`src/rtl/sensor_debounce.sv`:
```
// sensor_debounce: conditions a raw, noisy sensor line into a clean debounced level.
//
// A level change on the output needs STABLE consecutive equal samples of the
// sampled line. A one-cycle strobe marks each debounced rising edge, and a
// saturating counter keeps the number of debounced rising edges.
//
// Build option:
//   SENSOR_DEBOUNCE_SYNC_EN  - when defined, Raw passes through a 2-flop
//                              synchroniser before the debounce FSM (+2 cycles
//                              of latency). When undefined, Raw is sampled
//                              directly and must already be synchronous to clk.
module sensor_debounce #(
  parameter int unsigned STABLE = 4,  // legal range 2 .. 2**CNT_W-1
  parameter int unsigned CNT_W  = 8,
  parameter int unsigned EDGE_W = 8
) (
  input  logic              clk,
  input  logic              rst_n,
  input  logic              Raw,
  input  logic              Clear,
  output logic              Sensor,
  output logic              SensorRise,
  output logic [EDGE_W-1:0] EdgeCount
);

  typedef enum logic [1:0] {
    StLow  = 2'd0,
    StRise = 2'd1,
    StHigh = 2'd2,
    StFall = 2'd3
  } state_e;

  // Value of the stability counter on the sample that completes a run.
  localparam logic [CNT_W-1:0]  CntLast = CNT_W'(STABLE - 1);
  localparam logic [EDGE_W-1:0] EdgeMax = {EDGE_W{1'b1}};

  logic s;

  state_e            state_q, state_d;
  logic [CNT_W-1:0]  cnt_q, cnt_d;
  logic              sensor_q, sensor_d;
  logic              rise_q, rise_d;
  logic [EDGE_W-1:0] edge_cnt_q, edge_cnt_d;

  // ---------------------------------------------------------------------------
  // Sample path
  // ---------------------------------------------------------------------------
`ifdef SENSOR_DEBOUNCE_SYNC_EN
  logic sync1_q, sync2_q;

  // Two-flop synchroniser for the asynchronous Raw line.
  always_ff @(posedge clk or negedge rst_n) begin
    if (!rst_n) begin
      sync1_q <= 1'b0;
      sync2_q <= 1'b0;
    end else begin
      sync1_q <= Raw;
      sync2_q <= sync1_q;
    end
  end

  assign s = sync2_q;
`else
  // Raw is already synchronous to clk in this build.
  assign s = Raw;
`endif

  // ---------------------------------------------------------------------------
  // Debounce FSM
  // ---------------------------------------------------------------------------

  // State, run counter, debounced level and rise strobe registers.
  always_ff @(posedge clk or negedge rst_n) begin
    if (!rst_n) begin
      state_q  <= StLow;
      cnt_q    <= '0;
      sensor_q <= 1'b0;
      rise_q   <= 1'b0;
    end else begin
      state_q  <= state_d;
      cnt_q    <= cnt_d;
      sensor_q <= sensor_d;
      rise_q   <= rise_d;
    end
  end

  // Next-state logic: count a run of samples opposite to the current level and
  // commit the new level only when the run reaches STABLE samples.
  always_comb begin
    state_d  = state_q;
    cnt_d    = cnt_q;
    sensor_d = sensor_q;
    rise_d   = 1'b0;

    unique case (state_q)
      StLow: begin
        if (s) begin
          state_d = StRise;
          cnt_d   = CNT_W'(1);
        end
      end

      StRise: begin
        if (!s) begin
          // Run broken before reaching STABLE: discard it.
          state_d = StLow;
          cnt_d   = '0;
        end else if (cnt_q == CntLast) begin
          state_d  = StHigh;
          sensor_d = 1'b1;
          rise_d   = 1'b1;
          cnt_d    = '0;
        end else begin
          cnt_d = cnt_q + 1'b1;
        end
      end

      StHigh: begin
        if (!s) begin
          state_d = StFall;
          cnt_d   = CNT_W'(1);
        end
      end

      StFall: begin
        if (s) begin
          state_d = StHigh;
          cnt_d   = '0;
        end else if (cnt_q == CntLast) begin
          // No strobe on the falling side.
          state_d  = StLow;
          sensor_d = 1'b0;
          cnt_d    = '0;
        end else begin
          cnt_d = cnt_q + 1'b1;
        end
      end

      default: begin
        state_d = StLow;
        cnt_d   = '0;
      end
    endcase
  end

  // ---------------------------------------------------------------------------
  // Rising-edge counter
  // ---------------------------------------------------------------------------

  // Next count: Clear has priority over an increment; saturate at all-ones.
  always_comb begin
    edge_cnt_d = edge_cnt_q;
    if (Clear) begin
      edge_cnt_d = '0;
    end else if (rise_q && (edge_cnt_q != EdgeMax)) begin
      edge_cnt_d = edge_cnt_q + 1'b1;
    end
  end

  // Edge counter register.
  always_ff @(posedge clk or negedge rst_n) begin
    if (!rst_n) begin
      edge_cnt_q <= '0;
    end else begin
      edge_cnt_q <= edge_cnt_d;
    end
  end

  assign Sensor     = sensor_q;
  assign SensorRise = rise_q;
  assign EdgeCount  = edge_cnt_q;

endmodule
```
`config.mk`:
```
export PLATFORM = sky130hd
export DESIGN_NAME = sensor_debounce
export DESIGN_NICKNAME = d
export VERILOG_FILES = /design/src/rtl/sensor_debounce.sv
export SDC_FILE = /design/constraint.sdc
export NUM_CORES = 1
export LEC_CHECK = 0
export CORE_MARGIN = 1.5
export CORE_UTILIZATION = 50
export DETAILED_ROUTE_END_ITERATION = 10
export PLACE_DENSITY_LB_ADDON = 0.3
export SLEW_MARGIN = 15
export SYNTH_ARGS = -nofsm -noshare
export SYNTH_HDL_FRONTEND = slang
export SYNTH_SLANG_ARGS = --single-unit
```
`constraint.sdc`:
```
create_clock -name clk -period 4.2 [get_ports clk]
set_input_delay 0.63 -clock clk [delete_from_list [all_inputs] [get_ports clk]]
set_output_delay 0.63 -clock clk [all_outputs]
set_load 0.005 [all_outputs]
```
==> flow_summary.ini, run 1 <==
[routing]
drt_pass1_iterations = 4
drc = 0
dr_total_vias = 910
dr_wl_met3_um = 67
top_layer = met4
wl_per_cell_um = 14.2
vias_per_cell = 5.99
dr_wl_met2_um = 1050
drt-total-wl_um = 2150
wl_met1_um = 1020
drt_iter0_markers = 21
antenna_left = 0

[yosys]
ys_seq_area_share_pct = 46.3
yosys_warnings = 0
synth_area_leaders = dfrtp_1 (46%), nand3_1 (6.0%), nor2_1 (4.2%), xor2_1 (3.2%), nand2_1 (3.1%)
ys_ff_latch = 20
synth_cells = 112
syn_area_um2 = 1080
yosys.area.top_type = dfrtp_1
synth_cell_types = 38
synth_fp_nets = 118
synth.top_cell.area_share_pct = 46.3
avgSynthCellArea_um2 = 9.65

[status]
outcome = completed

[setup_path]
crit_required_ns = 4.38
end_kind = register
critPathLaunchType = register
critPathMaxFanout = 7
critical_path_class = register to register
worstPathArrival_ns = 2.22
crit_path_start = cnt_q[1]
timing.rr.start = cnt_q[1]

[global_route]
track_usage_pct = 20.6
globalRoute.totalOverflow = 0
grt_start_max_net_pins = 21
grt_pass1_vias = 872
antenna_found_initial = 0
grt_pass1_wl_um = 3870

[min_path]
hp-class = register to register

[cts]
clkTransAtPathRegs_ns = 0.10
postCtsSetupBuffers = 0
hold_buffers = 0
cts_buffers = 3
root_buffer = clkbuf_4
h-tree-depth = 1
clk_latency_ns = 0.28
cts.sinks = 20
clockBufferDepth = 2
postCtsResizedCells = 0
cts_tree = yes

[sta]
whs_ns = 0.538
fin_crit_sh_pct = 48.4
fmax_mhz = 491
finalSetupViolations = 0
timing_hold_violations_final = 0
rsz0062_at_grt = no
slew_violations = 0
fin_crit_ns = 2.03
worstMarginPinSlew_ns = 0.903
skew_ns = 0.00114
relSlewSlack_pct = 39.6
tns_ns = 0

[floorplan]
die_w_um = 49.5
die_h_um = 49.5
die-area_um2 = 2450
core_region_area_um2 = 2000
rows = 16
initial_core_util_pct = 54.0
io_pins = 14

[finish]
area_growth_pct = 16.1
nets = 133
final_layout_size_suffix_gt1_share_pct = 6.40
num_antenna_cells = 0

[placed_design]
place_hpwl_um = 1570
numPortBuffers = 13
gp_congestion = 0.833

[run]
maxCapViolations = 0

[power]
p_per_area_nw_per_um2 = 377
power.leakage_nw = 0.528
vdd.ir_drop.worst_mv = 0.208
worst max-delay path: stages (launching register included):
cell and delay (ns):
dfrtp_1 0.39, ha_1 0.25, or4b_4 0.51, nor4_4 0.33, o21ai_1 0.15, mux2_4 0.31
path summary, 6_finish.rpt:
kind	slack, ns	cells after the start	endpoint
setup / recovery	2.17	5	register
hold / removal	0.54	1	SensorRise
setup reg to reg	2.17	5	register
hold reg to reg	0.54	1	SensorRise
max in group asynchronous	2.81	1	cnt_q[0]
min in group asynchronous	0.84	1	EdgeCount[5]
synth_stat cells:
cell,n
nand3_1,13
o21ai_0,2
o211ai_1,2
a22oi_1,1
and2b_1,1
a21oi_1,4
o31a_1,1
mux2i_1,2
buf_2,1
a2bb2oi_1,1
o21bai_1,1
and4_1,1
and3_1,1
or4b_4,1
or4_4,1
ha_1,2
a31oi_1,2
nor3b_1,1
or4_1,3
a41oi_1,2
nand2_1,9
dfrtp_1,20
and3_2,1
a22o_1,2
mux2_4,1
clkbuf_1,1
nor2_1,12
buf_1,1
nand4_1,4
o21ai_1,1
a311oi_1,1
nor2b_1,1
nor4_4,1
inv_1,3
nor3_1,3
xor2_1,4
nand3b_1,1
and2_1,3
cells in the final DEF (no fill, tap or decap), types with 2 or more instances in the layout:
cell type        count
a41oi_1              2
nand4_1              4
o21ai_0              2
nand2_1              9
nor3_1               3
a22o_1               2
clkdlybuf4s50_1     13
xor2_1               4
dfrtp_1             20
o211ai_1             2
a31oi_1              2
nor2_1              12
nand3_1             13
and2_1               3
clkbuf_4             3
inv_1                3
mux2i_1              2
a21oi_1              4
or4_1                3
ha_1                 2
cell families after synthesis:
kind of cell             share of synthesized area [%]
adder cells (fa/ha/maj)                           2.31
multiplexers                                      3.24
flip-flops                                        46.3
AO/OA/AOI/OAI                                     12.8
buffers and inverters                             2.20
XOR/XNOR                                          3.24
AND/OR/NAND/NOR                                   29.9
area by class of cell:
| cell class | count | area [um2] |
|---|---|---|
| Clock buffer | 3 | 22.5 |
| Inverter | 3 | 11.3 |
| Tap cell | 27 | 33.8 |
| Multi-Input combinational cell | 86 | 557 |
| Timing Repair Buffer | 13 | 130 |
| Fill cell | 172 | 747 |
| Sequential cell | 20 | 500 |
layer usage:
| layer | vias to the layer above | track usage (%) |
|---|---|---|
| met1 | 449 | 25.6 |
| met5 | - | 0 |
| li1 | 443 | - |
| met4 | 0 | 6.94 |
| met3 | 2 | 3.64 |
| met2 | 16 | 36.0 |
metrics by stage:
step	setup slack [ns]	instance area [um2]	util (%)	std cells	power, mW
after floorplan	2.38	1080	-	112	0.352
after global placement	2.01	1230	61.6	149	0.384
after detailed placement	1.96	1230	61.6	149	0.390
after CTS	2.19	1250	62.7	152	0.476
after global routing	2.02	1250	62.7	152	0.511
final	2.17	1250	62.7	152	0.474
power by group:
part	internal, mW	switching (mW)	leakage (nW)
Clock	0.0333	0.0531	0.0138
Combinational	0.0634	0.0820	0.243
Sequential	0.214	0.0277	0.272
Total	0.311	0.163	0.528
state kept, by name (all words and copies together), names as in the netlist, named ones only:
register and flops:
state_q 1, EdgeCount 8, cnt_q 8, Sensor 1, SensorRise 1
Note: power is estimated with default switching activity, not from simulation.
==> run 2, diff against run 1 <==
--- a/config.mk
+++ b/config.mk
@@ -6,7 +6,7 @@
 export NUM_CORES = 1
 export LEC_CHECK = 0
 export CORE_MARGIN = 1.5
-export CORE_UTILIZATION = 50
+export CORE_UTILIZATION = 48
 export DETAILED_ROUTE_END_ITERATION = 10
 export PLACE_DENSITY_LB_ADDON = 0.3
 export SLEW_MARGIN = 15
==> constraint.sdc (replaced) <==
create_clock -name clk -period 1.8 [get_ports clk]
set_input_delay 0.27 -clock clk [delete_from_list [all_inputs] [get_ports clk]]
set_output_delay 0.27 -clock clk [all_outputs]
set_load 0.005 [all_outputs]
==> flow_summary.ini, run 2 (synthesized netlist as in run 1, its figures left out) <==
[status]
outcome = finished, violations left
violations = setup timing

[placed_design]
placedCellCount = 160
place_area_um2 = 1320
place_hpwl_um = 1740
gp_congestion = 0.814
numPortBuffers = 13

[finish]
layout_commonest_cell = dfrtp_1
mostFrequentLayoutCells = dfrtp_1 (20), buf_4 (14), clkdlybuf4s50_1 (13)
final_layout_size_suffix_gt1_share_pct = 18.6
num_antenna_cells = 0
area_growth_pct = 28.0
multi_input_area_um2 = 567
stdcell_area_um2 = 1380
fill_cells = 172
finalNonFillerCells = 167
regArea_um2 = 500
nets = 147

[cts]
clkTransAtPathRegs_ns = 0.11
clk_latency_ns = 0.29
clockBufferDepth = 2
cts_buffers = 3
cts_tree = yes
root_buffer = clkbuf_4
hold_buffers = 0
cts.sinks = 20
h-tree-depth = 1

[setup_path]
end_kind = register
cp_top_family = simple AND/OR/NAND/NOR gates
cp_cell_sequence = ha_2, or4b_4, or4_4, a31oi_1, a21oi_1
critPathLaunchType = register
crit_required_ns = 1.98
cpPeakStageDelay_ns = 0.49
critical_path_class = register to register
cp_num_buf_inv = 0
worst_path_max_delay_cell = or4b_4
worstPathArrival_ns = 2.07
critPathMaxFanout = 3

[floorplan]
core_region_area_um2 = 2040
die-area_um2 = 2550
initial_core_util_pct = 52.9
die_h_um = 50.5
io_pins = 14
die_w_um = 50.5
rows = 16

[global_route]
antenna_found_initial = 0
globalRoute.totalOverflow = 0
grt_pass1_vias = 891
grt_pass1_wl_um = 4040
grt_start_max_net_pins = 21
track_usage_pct = 20.8

[routing]
wl_per_cell_um = 14.0
antenna_left = 0
drt-total-wl_um = 2330
drt_pass1_iterations = 4
drt_iter0_markers = 12
vias_per_cell = 5.84
dr_total_vias = 976
drc = 0

[power]
p_sw_mw = 0.418
seq_power_share_pct = 43.3
vdd.ir_drop.worst_mv = 0.590
sw_frac_of_total_pct = 32.2
p_comb_share_pct = 37.1
p_int_mw = 0.877
clkPwrFrac_pct = 19.6
p_per_area_nw_per_um2 = 936
power.leakage_nw = 0.610

[sta]
fin_crit_sh_pct = 105
timing_hold_violations_final = 0
fin_crit_ns = 1.88
setup_slack_ns = -0.0832
slew_violations = 0
worstMarginPinSlew_ns = 0.569
skew_ns = 0.00299
relSlewSlack_pct = 62.0
fmax_mhz = 531
rsz0062_at_grt = yes
finalSetupViolations = 6

[min_path]
hp-class = primary input to async pin

[run]
maxCapViolations = 0
## run 2: changes by cell type in the layout (fill, tap and decap cells not counted), sizes merged
cell,change
buf,+14
clkbuf,+1
## run 2: area by class of cell
class                           instances  share of cell area [%]
Multi-Input combinational cell         86                    41.0
Timing Repair Buffer                   27                    17.0
Inverter                                3                   0.814
Tap cell                               27                    2.44
Sequential cell                        20                    36.2
Clock buffer                            4                    2.62
## run 2: layer usage
metal / vias to the layer above / global-route usage (%) / wire length, um
li1: 476 / - / -
met1: 474 / 25.6 / 994
met2: 24 / 37.9 / 1220
met3: 2 / 2.98 / 98
met4: 0 / 5.41 / 14
met5: - / 0 / 0
## run 2: metrics by stage
step	setup WS [ns]	TNS (ns)	total power, mW	util, %	hold WS [ns]
final	-0.0832	-0.364	1.29	67.8	0.307
after global routing	-0.143	-0.860	1.38	67.8	0.344
after CTS	-0.0827	-0.141	1.29	67.2	0.311
after detailed placement	-0.0701	-0.123	0.998	64.5	0.511
after global placement	-0.0116	-0.0116	0.982	64.5	0.510
after floorplan	-0.0100	-0.0109	0.823	-	-0.0256
## run 2: final timing paths
check	slack, ns	cells after the start	to	start
min in group clk	0.52	1	SensorRise	register
worst min-delay path	0.31	2	EdgeCount[0]	rst_n
worst max register to register	-0.08	5	cnt_q[4]	cnt_q[0]
worst min register to register	0.52	1	SensorRise	register
max in group asynchronous	1.29	2	EdgeCount[2]	rst_n
worst max-delay path	-0.08	5	cnt_q[4]	cnt_q[0]
## run 2: power by group through the flow
stage	registers [mW]	logic, mW	clock network [mW]
6_report	0.560	0.481	0.254
3_3_place_gp	0.563	0.418	0
5_1_grt	0.567	0.537	0.276
3_5_place_dp	0.568	0.431	0
4_1_cts	0.559	0.465	0.262
2_1_floorplan	0.557	0.266	0
## run 2: timing repair
item,4_1_cts,5_1_grt
resized for setup,1,1
setup buffers,2,1
endpoints found under the setup margin,5,7
pin swaps,1,6
## run 2: worst reg2reg max path: stages, from the launching register on
cell	delay [ns]
dfrtp_1	0.39
ha_2	0.20
or4b_4	0.49
or4_4	0.45
a31oi_1	0.18
a21oi_1	0.08
==> edit, RTL diff (config.mk and constraints of run 2) <==
Change the parameter `EDGE_W` from 8 to 10.
--- a/src/rtl/sensor_debounce.sv
+++ b/src/rtl/sensor_debounce.sv
@@ -12,7 +12,7 @@
 module sensor_debounce #(
   parameter int unsigned STABLE = 4,  // legal range 2 .. 2**CNT_W-1
   parameter int unsigned CNT_W  = 8,
-  parameter int unsigned EDGE_W = 8
+  parameter int unsigned EDGE_W = 10
 ) (
   input  logic              clk,
   input  logic              rst_n,
Interface: changed (resized EdgeCount); port bits go from 14 to 16. No check against the original RTL was run, so the function may have changed too.
==> edit against run 2 <==
  * Maximum frequency grew 16%
  * Synthesized area grew 4.5%
  * Worst setup slack gained 0.26 ns
  * Routed wire length shrank 9.4%
  * Count of clock-buffer cells in the layout is the same
  * Clock skew grew 0.0014 ns
  * Design area shrank 1.7%
  * Sequential cell count grew 2
  * Clock power grew 4%
  * Register-to-register slack gained 0.28 ns
  * Power shrank 12%
  * Critical path type is now reg -> out
  * Highest routed layer unchanged
==> edit: results (changes against run 2) <==
Synth area leaders: dfrtp_1, xor2_1, nand2_1
Status: finished, final reports clean
DP Area: 0.00132 mm² (+0.38%)
Critical-path top delay cell: clkdlybuf4s50_1
Setup bufs post-CTS: 0 (-2)
Crit-path max FO: 6 (+3)
Unique masters post-synth: 32 (-16%)
Mapped Nets: 121 (+2.5%)
GR Util met2: 27.6% (-10 points)
CP top delay family: buffers and inverters
PwrDens: 836 mW/mm² (-11%)
Sequential cell area fraction in the yosys report: 48.7% (+2.4 points)
Slew @ Worst Pin: 0.430 ns (-0.138 ns)
Clock skew: 0.00439 ns (+0.00140 ns)
Critical path arrival: 1.35 ns (-0.72 ns)
Reg2reg end: cnt_q[2]
GP Congestion: 0.811 (-0.36%)
Vias: 914 (-6.4%)
DR WL/cell: 13.0 µm (-6.6%)
R2r setup slk: 0.20 ns (+0.28 ns)
Share of layout cells above drive strength 1: 7.46% (-11 points)
Pleak: 0.000590 µW (-3.3%)
Synth top area share: 48.7% (+2.4 points)
CP max stage delay: 0.55 ns (+0.06 ns)
Fill cells: 190 (+10%)
Worst hold margin: 0.300 ns (-0.00701 ns)
Net Sw Power: 359 µW (-14%)
First-pass GRT wire length: 3.59 mm (-11%)
## edit: cell types whose count changed after synthesis, sizes merged, moves of 3 or more
cell / change
and2: -3
a21o: +3
o31ai: +3
or3: +3
nor3: +3
nand3: -6
or4: -4
o21ai: +5
## edit: final cells by class
class | count | area share, %
clock buffers | 4 | 2.67
well taps | 28 | 2.58
repair buffers | 17 | 12.1
flip-flops and latches | 22 | 40.5
inverters | 4 | 1.10
multi-input cells | 87 | 41.0
## edit: kinds of logic after synthesis
group	after synthesis	synth area share, %
buffers and inverters	6	1.99
DFF	22	48.7
muxes	1	0.886
adders and majority gates	2	2.21
and+or+nand+nor	47	22.3
AOI/OAI and AO/OA	29	17.7
xor gates and xnor gates	8	6.20
## edit: routing by layer
metal,wire length [µm],up-vias
li1,-,458
met1,997,435
met2,1000,19
met3,96,2
met4,17,0
met5,0,-
## edit: worst max path at each step
| stage | depth (start not counted) | endpoint | startpoint | slack (ns) |
|---|---|---|---|---|
| 2_1_floorplan | 5 | EdgeCount[1] | EdgeCount[0] | 0.31 |
| 3_3_place_gp | 5 | cnt_q[2] | Raw | 0.17 |
| 3_5_place_dp | 5 | cnt_q[2] | Raw | 0.11 |
| 4_1_cts | 5 | cnt_q[2] | cnt_q[0] | 0.11 |
| 5_1_grt | 5 | Sensor | cnt_q[0] | 0.05 |
| 6_report | 1 | EdgeCount[2] | EdgeCount[2] | 0.18 |
## edit: power by group through the flow
| stage | clock network (µW) | registers [µW] | logic, µW |
|---|---|---|---|
| after global routing | 298 | 624 | 289 |
| after floorplan | 0 | 596 | 205 |
| after global placement | 0 | 622 | 243 |
| after CTS | 280 | 616 | 254 |
| after detailed placement | 0 | 626 | 256 |
| final | 265 | 615 | 257 |
## edit: metrics by stage
stage | power (µW) | instances
final | 1140 | 162
after global routing | 1210 | 162
after CTS | 1150 | 162
after detailed placement | 882 | 158
after global placement | 866 | 158
after floorplan | 801 | 115
## edit: what timing repair did
item,4_1_cts,5_1_grt
resized for setup,0,1
endpoints found under the setup margin,0,2
hold buffers,0,0
